### config.mk
export PLATFORM = sky130hd
export DESIGN_NAME = fft_scheduler
export DESIGN_NICKNAME = d
export VERILOG_FILES = /design/src/rtl/fft_pkg.sv /design/src/rtl/fft_sched_wb_pipe.sv /design/src/rtl/fft_scheduler.sv
export SDC_FILE = /design/constraint.sdc
export NUM_CORES = 1
export LEC_CHECK = 0
export ABC_AREA = 1
export ABC_CLOCK_PERIOD_IN_PS = 7810
export BUFFER_PORTS_ARGS = -buffer_cell sky130_fd_sc_hd__buf_2
export CAP_MARGIN = 20
export CORE_UTILIZATION = 50
export CTS_BUF_LIST = sky130_fd_sc_hd__clkbuf_4
export CTS_CLUSTER_DIAMETER = 200
export CTS_CLUSTER_SIZE = 24
export DETAILED_ROUTE_END_ITERATION = 8
export PLACE_DENSITY = 0.7
export SLEW_MARGIN = 20
export SYNTH_ARGS = -nofsm -noshare
export SYNTH_HDL_FRONTEND = slang
export SYNTH_SLANG_ARGS = --single-unit
export TNS_END_PERCENT = 30
### constraint.sdc
create_clock -name clk -period 7.81 [get_ports clk]
set_input_delay 0.781 -clock clk [delete_from_list [all_inputs] [get_ports clk]]
set_output_delay 0.781 -clock clk [all_outputs]
set_load 0.01 [all_outputs]
### src/rtl/fft_pkg.sv
// fft_pkg: shared types and defaults for the FFT address scheduler.
// Holds the FSM state enum, the default transform geometry and the helper
// that sizes the stage counter.
package fft_pkg;

    localparam int FFT_N_PTS  = 64;
    localparam int FFT_LOG2_N = 6;
    localparam int FFT_BF_LAT = 2;

    typedef enum logic [1:0] {
        S_IDLE  = 2'd0,
        S_RUN   = 2'd1,
        S_DRAIN = 2'd2,
        S_DONE  = 2'd3
    } fft_state_t;

    // Width of the stage number; never narrower than one bit.
    function automatic int stage_width(input int log2n);
        return (log2n > 1) ? $clog2(log2n) : 1;
    endfunction

endpackage

### src/rtl/fft_sched_wb_pipe.sv
// fft_sched_wb_pipe: LAT-deep shift register carrying the issue strobe and
// the butterfly pair addresses forward to writeback.
// en freezes the line in place; flush clears every slot so in-flight
// writebacks are squashed. Updates on the falling clock edge.
module fft_sched_wb_pipe #(
    parameter int LAT = 2,
    parameter int AW  = 6
) (
    input  logic          clk,
    input  logic          rst,
    input  logic          en,
    input  logic          flush,
    input  logic          v_in,
    input  logic [AW-1:0] a_in,
    input  logic [AW-1:0] b_in,
    output logic          v_out,
    output logic [AW-1:0] a_out,
    output logic [AW-1:0] b_out
);

    logic [LAT-1:0]         v_q;
    logic [LAT-1:0][AW-1:0] a_q;
    logic [LAT-1:0][AW-1:0] b_q;

    // Shift valid and addresses one slot per enabled cycle; flush empties the line.
    always_ff @(negedge clk or negedge rst) begin
        if (!rst) begin
            v_q <= '0;
            a_q <= '0;
            b_q <= '0;
        end else if (flush) begin
            v_q <= '0;
            a_q <= '0;
            b_q <= '0;
        end else if (en) begin
            v_q[0] <= v_in;
            a_q[0] <= a_in;
            b_q[0] <= b_in;
            for (int i = 1; i < LAT; i++) begin
                v_q[i] <= v_q[i-1];
                a_q[i] <= a_q[i-1];
                b_q[i] <= b_q[i-1];
            end
        end
    end

    assign v_out = v_q[LAT-1];
    assign a_out = a_q[LAT-1];
    assign b_out = b_q[LAT-1];

endmodule

### src/rtl/fft_scheduler.sv
// fft_scheduler: radix-2 in-place FFT address sequencer.
// Issues one butterfly read per cycle for each of LOG2_N stages, inserts a
// BF_LAT-cycle drain between stages so the next stage never reads a word
// before its last writeback, and replays the read addresses as writeback
// addresses BF_LAT cycles later through fft_sched_wb_pipe.
// All state updates on the falling clock edge; rst is async active-low.
// Optional build macro FFT_SCHED_HOLD_EN adds a hold input that freezes
// the pass while in RUN or DRAIN.
//
// state | meaning
// ------+---------------------------------------------------------------
// IDLE  | waiting for start; outputs quiet, indices keep last values
// RUN   | one butterfly issued per cycle, k = 0 .. N_PTS/2-1
// DRAIN | no reads for BF_LAT cycles while the stage's last writes land
// DONE  | one cycle after the final drain; done pulses on the exit edge
module fft_scheduler
    import fft_pkg::*;
#(
    parameter int N_PTS  = FFT_N_PTS,
    parameter int LOG2_N = FFT_LOG2_N,
    parameter int BF_LAT = FFT_BF_LAT
) (
    input  logic                             clk,
    input  logic                             rst,
    input  logic                             start,
    input  logic                             abort,
`ifdef FFT_SCHED_HOLD_EN
    input  logic                             hold,
`endif
    output logic                             busy,
    output logic                             done,
    output logic [stage_width(LOG2_N)-1:0]   stage,
    output logic                             rd_en,
    output logic [LOG2_N-1:0]                idx_a,
    output logic [LOG2_N-1:0]                idx_b,
    output logic [LOG2_N-2:0]                tw_idx,
    output logic                             wr_en,
    output logic [LOG2_N-1:0]                wr_idx_a,
    output logic [LOG2_N-1:0]                wr_idx_b
);

    localparam int AW = LOG2_N;
    localparam int KW = LOG2_N - 1;
    localparam int SW = stage_width(LOG2_N);

    fft_state_t      state_q;
    logic [KW-1:0]   k_q;
    logic [SW-1:0]   s_q;
    logic [2:0]      dcnt_q;
    logic            busy_q;
    logic            done_q;
    logic            rd_en_q;
    logic            hold_q;
    logic [AW-1:0]   idx_a_q;
    logic [AW-1:0]   idx_b_q;
    logic [KW-1:0]   tw_q;

    logic            frozen;
    logic [KW-1:0]   nk;
    logic [SW-1:0]   ns;
    logic [AW-1:0]   kk;
    logic [AW-1:0]   mask;
    logic [AW-1:0]   ca;
    logic [AW-1:0]   cb;
    logic [KW-1:0]   ctw;
    int              sh;

    logic            pipe_v;
    logic [AW-1:0]   pipe_a;
    logic [AW-1:0]   pipe_b;

`ifdef FFT_SCHED_HOLD_EN
    assign frozen = hold && ((state_q == S_RUN) || (state_q == S_DRAIN));
`else
    assign frozen = 1'b0;
`endif

    // Select the butterfly that would be issued at the next edge.
    always_comb begin
        nk = '0;
        ns = '0;
        if (state_q == S_RUN) begin
            nk = k_q + 1'b1;
            ns = s_q;
        end else if (state_q == S_DRAIN) begin
            nk = '0;
            ns = s_q + 1'b1;
        end
    end

    // Pair addresses and twiddle index for butterfly nk of stage ns.
    // idx_a has a zero at bit ns, so adding the half-span sets that bit.
    always_comb begin
        sh   = int'(ns);
        kk   = {1'b0, nk};
        mask = (AW'(1) << sh) - AW'(1);
        ca   = ((kk >> sh) << (sh + 1)) + (kk & mask);
        cb   = ca + (AW'(1) << sh);
        ctw  = KW'((kk & mask) << (KW - sh));
    end

    // Sequencer FSM with registered strobes; abort beats everything but reset.
    always_ff @(negedge clk or negedge rst) begin
        if (!rst) begin
            state_q <= S_IDLE;
            k_q     <= '0;
            s_q     <= '0;
            dcnt_q  <= '0;
            busy_q  <= 1'b0;
            done_q  <= 1'b0;
            rd_en_q <= 1'b0;
            hold_q  <= 1'b0;
            idx_a_q <= '0;
            idx_b_q <= '0;
            tw_q    <= '0;
        end else if (abort) begin
            state_q <= S_IDLE;
            k_q     <= '0;
            s_q     <= '0;
            dcnt_q  <= '0;
            busy_q  <= 1'b0;
            done_q  <= 1'b0;
            rd_en_q <= 1'b0;
            hold_q  <= 1'b0;
        end else begin
            done_q <= 1'b0;
            hold_q <= frozen;
            if (!frozen) begin
                case (state_q)
                    S_IDLE: begin
                        if (start) begin
                            state_q <= S_RUN;
                            busy_q  <= 1'b1;
                            k_q     <= '0;
                            s_q     <= '0;
                            rd_en_q <= 1'b1;
                            idx_a_q <= ca;
                            idx_b_q <= cb;
                            tw_q    <= ctw;
                        end
                    end
                    S_RUN: begin
                        if (k_q == KW'(N_PTS / 2 - 1)) begin
                            state_q <= S_DRAIN;
                            rd_en_q <= 1'b0;
                            dcnt_q  <= 3'(BF_LAT - 1);
                        end else begin
                            k_q     <= nk;
                            rd_en_q <= 1'b1;
                            idx_a_q <= ca;
                            idx_b_q <= cb;
                            tw_q    <= ctw;
                        end
                    end
                    S_DRAIN: begin
                        if (dcnt_q == 3'd0) begin
                            if (s_q == SW'(LOG2_N - 1)) begin
                                state_q <= S_DONE;
                            end else begin
                                state_q <= S_RUN;
                                s_q     <= ns;
                                k_q     <= '0;
                                rd_en_q <= 1'b1;
                                idx_a_q <= ca;
                                idx_b_q <= cb;
                                tw_q    <= ctw;
                            end
                        end else begin
                            dcnt_q <= dcnt_q - 1'b1;
                        end
                    end
                    S_DONE: begin
                        state_q <= S_IDLE;
                        busy_q  <= 1'b0;
                        done_q  <= 1'b1;
                        k_q     <= '0;
                        s_q     <= '0;
                    end
                    default: state_q <= S_IDLE;
                endcase
            end
        end
    end

    // The delay line is fed from the registered read strobe, so writeback
    // trails the visible read by exactly BF_LAT advancing cycles.
    fft_sched_wb_pipe #(
        .LAT (BF_LAT),
        .AW  (AW)
    ) u_wb_pipe (
        .clk   (clk),
        .rst   (rst),
        .en    (!frozen),
        .flush (abort),
        .v_in  (rd_en_q),
        .a_in  (idx_a_q),
        .b_in  (idx_b_q),
        .v_out (pipe_v),
        .a_out (pipe_a),
        .b_out (pipe_b)
    );

    assign busy     = busy_q;
    assign done     = done_q;
    assign stage    = s_q;
    assign rd_en    = rd_en_q & ~hold_q;
    assign idx_a    = idx_a_q;
    assign idx_b    = idx_b_q;
    assign tw_idx   = tw_q;
    assign wr_en    = pipe_v & ~hold_q;
    assign wr_idx_a = pipe_a;
    assign wr_idx_b = pipe_b;

endmodule
==> flow_metrics.tcl, run 1 <==
set metrics [dict create \
    p_comb_share_pct 53.3 \
    whs_path_depth 2 \
    ir_drop_v 0.0001332 \
    synth.avg_cell_area_um2 8.138 \
    syn_inst 448 \
    worst-path-max-fanout 34 \
    synth-edff-count 0 \
    nFillCells 666 \
    drt_iter0_markers 155 \
    final_core_util_pct 57.68 \
    grtUsageMet1_pct 28.37 \
    hp-start "u_wb_pipe.b_q[0]" \
    fin_tns_setup_ns 0 \
    p_clk_share_pct 17.6 \
    n_antenna_cell 0 \
    nets 512 \
    port_buffers 39 \
    cts_buffer_depth 2 \
    skew_ns 0.008682 \
    hold_viol_final 0 \
    grt_first_pass_wirelength_um 12590 \
    row_count 30 \
    grt_overflow 0 \
    cp.arrival_ns 2.41 \
    slew_headroom_pct 45.33 \
    ys_seq_area_share_pct 40.49 \
    place_area_um2 3825 \
    drive_above_1_share_pct 19.25 \
    place_hpwl_um 5298 \
    via_per_inst 4.979 \
    clkTransAtPathRegs_ns 0.07 \
    fin_area_um2 3984 \
    syn-num-nets 482 \
    worst_pin_slew_ns 0.8200 \
    met2_usage_pct 34.09 \
    end_kind "flop" \
    grt_pass1_vias 2764 \
    synthFlopType "dfrtn_1" \
    dr.pass1.iters 5 \
    reg2reg_depth 25 \
    busiest_layer "met2" \
    cts_hold_buffers 0 \
    worstPathRequired_ns 4.11 \
    power_switching_w 0.0006435 \
    initial_core_util_pct 52.79 \
    cts_setup_buffers 0 \
    synth_xor_xnor_area_share_pct 1.441 \
    slew_violations 0 \
    coreArea_um2 6907 \
    crit_type "in -> reg" \
    synth_top_family_by_area "simple AND/OR/NAND/NOR gates" \
    ioPinCount 40 \
    cts.sinks 59 \
    reg2reg_to "idx_b[5]" \
    synthAdderAreaFrac_pct 10.71 \
    wirelength_um 7102 \
    seqPwrFrac_pct 29.1 \
    die_width_um 87.40 \
    layout_common_cells "nand2_1, inv_1, dfrtn_1, nor2_1, buf_2" \
    hold_end "u_wb_pipe.b_out[0]" \
    outcome "completed" \
    p_leak_nw 2.169 \
    area_delta_synth_final_pct 9.266 \
    holdWs_ns 0.3947 \
    gp_congestion 0.8870 \
    cts-root-buf "clkbuf_4" \
    cts-resized-gates 0 \
    grt.total_usage_pct 21.36 \
    async_reset_ff_share_pct 100.0 \
    synth-simple-area-share_pct 24.16 \
    r2r_start "state_q[1]" \
    cts_tree "done" \
    ant_nets 0 \
    die_area_um2 7638 \
    internal-power_w 0.0007617 \
    worstSkewPairLatency_ns 0.37 \
    die_y_um 87.40 \
    swShare_pct 45.80 \
    power_per_cell_area_nw_per_um2 352.7 \
    synth-compound-area-share_pct 10.81 \
    antenna_found_initial 0 \
    mostFrequentLayoutCell "nand2_1" \
    ys_seq_elements 59 \
    syn_area_um2 3646 \
    rsz0062_at_grt "no" \
    hp-class "reg -> reg" \
    synth_mux_area_share_pct 0 \
    grt_max_degree 38 \
    ys_types 45 \
    r2r_slack_ns 2.91 \
    maxCapViolCount 0 \
    gr-usage-met3_pct 4.265 \
    num_vias 2883 \
    drc 0 \
    setup_viol 0 \
    setup.worst_path.start_class "input port" \
    cts_htree_levels 3 \
    synth_warnings 0 \
    numCtsBuffers 9 \
    post_drt_wl_per_cell_um 12.27 \
]
cell type report:
type / count / area (µm²) / area share (%)
clock buffer: 9 / 67.56 / 1.696
clock inverter: 7 / 91.34 / 2.293
inverter: 80 / 300.3 / 7.538
multi-input combinational: 287 / 1718 / 43.12
sequential: 59 / 1476 / 37.06
tap: 96 / 120.1 / 3.015
timing repair buffer: 41 / 210.2 / 5.276
synth_stat cells, types with 2 or more instances:
| cell type | instances | share of area, % |
|---|---|---|
| xor2_1 | 5 | 1.2 |
| nand3_1 | 22 | 3.0 |
| nand4_1 | 8 | 1.4 |
| dfrtn_1 | 59 | 40 |
| fa_1 | 2 | 1.1 |
| inv_1 | 69 | 7.1 |
| nand2_1 | 75 | 7.7 |
| nor3_1 | 3 | 0.41 |
| or2_1 | 2 | 0.34 |
| nor2_2 | 2 | 0.34 |
| or2_2 | 2 | 0.34 |
| nand3_2 | 6 | 1.6 |
| o31ai_1 | 2 | 0.41 |
| nor2_1 | 52 | 5.4 |
| o21ai_1 | 7 | 0.96 |
| inv_2 | 10 | 1.0 |
| o22ai_1 | 6 | 1.0 |
| ha_1 | 28 | 9.6 |
| clkbuf_1 | 4 | 0.41 |
| buf_2 | 4 | 0.55 |
| nand3_4 | 2 | 0.96 |
| buf_4 | 12 | 2.5 |
| nand2_2 | 6 | 1.0 |
| a21oi_1 | 17 | 2.3 |
| a31oi_1 | 3 | 0.51 |
| o21ai_0 | 21 | 2.9 |
critical path, stage by stage:
cell and delay, ns:
buf_2 0.46, nor2_1 0.21, a21oi_1 0.22, o21ai_0 0.19
a31oi_1 0.42, o21ai_0 0.13
power by group through the flow:
| stage | sequential, W | clock (W) | combinational (W) |
|---|---|---|---|
| final | 0.000409 | 0.000247 | 0.000749 |
| after global routing | 0.000417 | 0.000261 | 0.000863 |
| after CTS | 0.000409 | 0.000250 | 0.000752 |
| after detailed placement | 0.000414 | 0 | 0.000743 |
| after global placement | 0.000413 | 0 | 0.000733 |
| after floorplan | 0.000422 | 0 | 0.000569 |
routing by layer:
metal  part of all wire [%]  up-vias
li1                       -     1487
met1                     48     1317
met2                     46       67
met3                    4.2       12
met4                    1.9        0
met5                      0        -
flip-flops by register name (all words and copies together), names as in the netlist:
register / cells
stage: 3
u_wb_pipe.a_out: 6
u_wb_pipe.b_q: 6
u_wb_pipe.v_q: 2
idx_b: 6
dcnt_q: 3
u_wb_pipe.a_q: 6
rd_en_q: 1
u_wb_pipe.b_out: 6
k_q: 5
busy: 1
idx_a: 6
state_q: 2
tw_idx: 5
done: 1
logic make-up after synthesis:
family	Yosys count
adders and majority gates	30
DFF	59
and+or+nand+nor	185
AOI/OAI and AO/OA	66
xor gates and xnor gates	6
buffers and inverters	102
worst max path at each step:
| stage | startpoint | to | slack, ns | cells after the start |
|---|---|---|---|---|
| 2_1_floorplan | abort | tw_idx[0] | 1.83 | 8 |
| 3_3_place_gp | abort | stage[0] | 1.41 | 6 |
| 3_5_place_dp | abort | stage[1] | 1.32 | 6 |
| 4_1_cts | abort | stage[2] | 1.73 | 6 |
| 5_1_grt | abort | stage[2] | 1.46 | 6 |
| 6_report | abort | stage[2] | 1.70 | 6 |
stage by stage:
stage | setup WS [ns] | cells | total power [W]
floorplan | 1.828 | 448 | 0.0009911
global placement | 1.409 | 563 | 0.001146
detailed placement | 1.318 | 563 | 0.001157
CTS | 1.734 | 579 | 0.001411
global route | 1.457 | 579 | 0.001542
finish | 1.704 | 579 | 0.001405
Note: power is estimated with default switching activity, not from simulation.
==> run 2: changes to the inputs <==
--- a/config.mk
+++ b/config.mk
@@ -6,7 +6,7 @@
 export NUM_CORES = 1
 export LEC_CHECK = 0
 export ABC_AREA = 1
-export ABC_CLOCK_PERIOD_IN_PS = 7810
+export ABC_CLOCK_PERIOD_IN_PS = 5170
 export BUFFER_PORTS_ARGS = -buffer_cell sky130_fd_sc_hd__buf_2
 export CAP_MARGIN = 20
 export CORE_UTILIZATION = 50
@@ -14,7 +14,7 @@
 export CTS_CLUSTER_DIAMETER = 200
 export CTS_CLUSTER_SIZE = 24
 export DETAILED_ROUTE_END_ITERATION = 8
-export PLACE_DENSITY = 0.7
+export PLACE_DENSITY = 0.72
 export SLEW_MARGIN = 20
 export SYNTH_ARGS = -nofsm -noshare
 export SYNTH_HDL_FRONTEND = slang
==> constraint.sdc (replaced) <==
create_clock -name clk -period 5.17 [get_ports clk]
set_input_delay 0.517 -clock clk [delete_from_list [all_inputs] [get_ports clk]]
set_output_delay 0.517 -clock clk [all_outputs]
set_load 0.01 [all_outputs]
==> flow_metrics.tcl, run 2 (synthesis gave the netlist of run 1 again) <==
set metrics [dict create \
    cts-root-buf "clkbuf_4" \
    die_area_um2 7638 \
    mostFrequentLayoutCell "nand2_1" \
    cts.sinks 59 \
    pre_cts_ws_ns 0.7015 \
    cts_tree "done" \
    busiest_layer "met2" \
    gp_congestion 0.8911 \
    cts_setup_buffers 0 \
    clkTransAtPathRegs_ns 0.07 \
    coreArea_um2 6907 \
    drt_iter0_markers 126 \
    max_freq_ghz 0.2243 \
    post_drt_wl_per_cell_um 12.37 \
    worst-path-max-fanout 19 \
    slew_headroom_pct 50.89 \
    met2_usage_pct 32.88 \
    period_needed_ns 4.459 \
    die_y_um 87.40 \
    cpPeakStageDelay_ns 0.48 \
    grt.total_usage_pct 21.26 \
    wirelength_um 7200 \
    antenna_found_initial 0 \
    numCtsBuffers 9 \
    dr.pass1.iters 4 \
    fin_tns_setup_ns 0 \
    p_leak_nw 2.196 \
    drive_above_1_share_pct 19.55 \
    r2r_start "state_q[1]" \
    grt_pass1_vias 2747 \
    post-route-period-util_pct 86.25 \
    maxCapViolCount 0 \
    place_hpwl_um 5348 \
    num_vias 2912 \
    worstSetupEndpoint "idx_b[5]" \
    hp-class "reg -> reg" \
    grt_overflow 0 \
    cts-resized-gates 0 \
    end_kind "flop" \
    cp.arrival_ns 7.27 \
    cts_buffer_depth 2 \
    setup_viol 0 \
    reg2reg_to "idx_b[5]" \
    regArea_um2 1476 \
    setup_ws_ns 0.7108 \
    ir_drop_v 0.0002182 \
    crit_type "reg -> reg" \
    worstPathRequired_ns 7.98 \
    rsz0062_at_grt "no" \
    drc 0 \
    r2r_slack_ns 0.71 \
    ant_nets 0 \
    skew_ns 0.005417 \
    nFillCells 641 \
    n_antenna_cell 0 \
    multi_input_area_um2 1718 \
    via_per_inst 5.003 \
    initial_core_util_pct 52.79 \
    hold_viol_final 0 \
    ioPinCount 40 \
    crit_slowest_cell "dfrtn_1" \
    worstSkewPairLatency_ns 0.37 \
    row_count 30 \
    cts_htree_levels 3 \
    power_per_cell_area_nw_per_um2 542.7 \
    nets 515 \
    grtUsageMet1_pct 28.39 \
    die_width_um 87.40 \
    port_buffers 39 \
    area_delta_synth_final_pct 10.43 \
    outcome "completed" \
    layout_common_cells "nand2_1, inv_1, dfrtn_1, nor2_1, buf_2" \
    grt_max_degree 60 \
    setup.worst_path.start_class "flop" \
    holdWs_ns 0.4034 \
    grt_first_pass_wirelength_um 12490 \
    cts_hold_buffers 0 \
    startpoint "state_q[1]" \
    cpMostUsedCell "nand2_1" \
    reg2reg_depth 25 \
    worst_pin_slew_ns 0.7367 \
    slew_violations 0 \
    gr-usage-met3_pct 4.265 \
]
## run 2: cell types whose count changed in the layout (fill, tap and decap cells not counted)
cell and delta:
bufinv_16 +1, clkinv_1 +1, clkbuf_4 +1, clkinvlp_4 -1, buf_4 +3, clkinv_2 -1, inv_6 -1
## run 2: through the flow
stage	util [%]	cell area (µm²)	total power (W)	cells
finish	58.30	4026	0.002185	582
global route	58.30	4026	0.002394	582
CTS	58.30	4026	0.002193	582
detailed placement	55.71	3847	0.001766	566
global placement	55.71	3847	0.001739	566
floorplan	-	3646	0.001497	448
## run 2: worst min path at each step
stage | cells after the start | slack, ns | to | from
floorplan | 2 | 0.39 | u_wb_pipe.a_out[0] | u_wb_pipe.a_q[0]
global placement | 2 | 0.40 | u_wb_pipe.b_out[4] | u_wb_pipe.b_q[4]
detailed placement | 2 | 0.40 | u_wb_pipe.v_q[1] | u_wb_pipe.v_q[0]
CTS | 2 | 0.41 | u_wb_pipe.v_q[1] | u_wb_pipe.v_q[0]
global route | 2 | 0.42 | u_wb_pipe.a_out[5] | u_wb_pipe.a_q[5]
finish | 2 | 0.40 | u_wb_pipe.v_q[1] | u_wb_pipe.v_q[0]
## run 2: final cells by class
| cell class | instances | share of cell area, % |
|---|---|---|
| well taps | 96 | 2.983 |
| repair buffers | 44 | 5.780 |
| multi-input cells | 287 | 42.67 |
| clock buffers | 10 | 1.865 |
| inverters | 80 | 7.458 |
| flip-flops and latches | 59 | 36.67 |
| clock inverters | 6 | 2.579 |
## run 2: power breakdown
part           internal, W  total, W  switching (W)
Clock             0.000247  0.000414       0.000167
Sequential        0.000565  0.000617      0.0000513
Combinational     0.000399   0.00115       0.000755
Total              0.00121   0.00218       0.000973
## run 2: layer usage
layer	vias up	wire (µm)
met4	0	112
li1	1487	-
met2	62	3464
met3	8	277
met5	-	0
met1	1355	3345
## run 2: worst max-delay path: cells and delay by family, from the launching register on
kind / cells / cell delay [ns]
buffers and inverters: 4 / 0.63
adder cells (fa/ha/maj): 4 / 1.19
XOR/XNOR: 2 / 0.47
AO/OA/AOI/OAI: 2 / 0.32
AND/OR/NAND/NOR: 13 / 1.23
flip-flops: 1 / 0.48
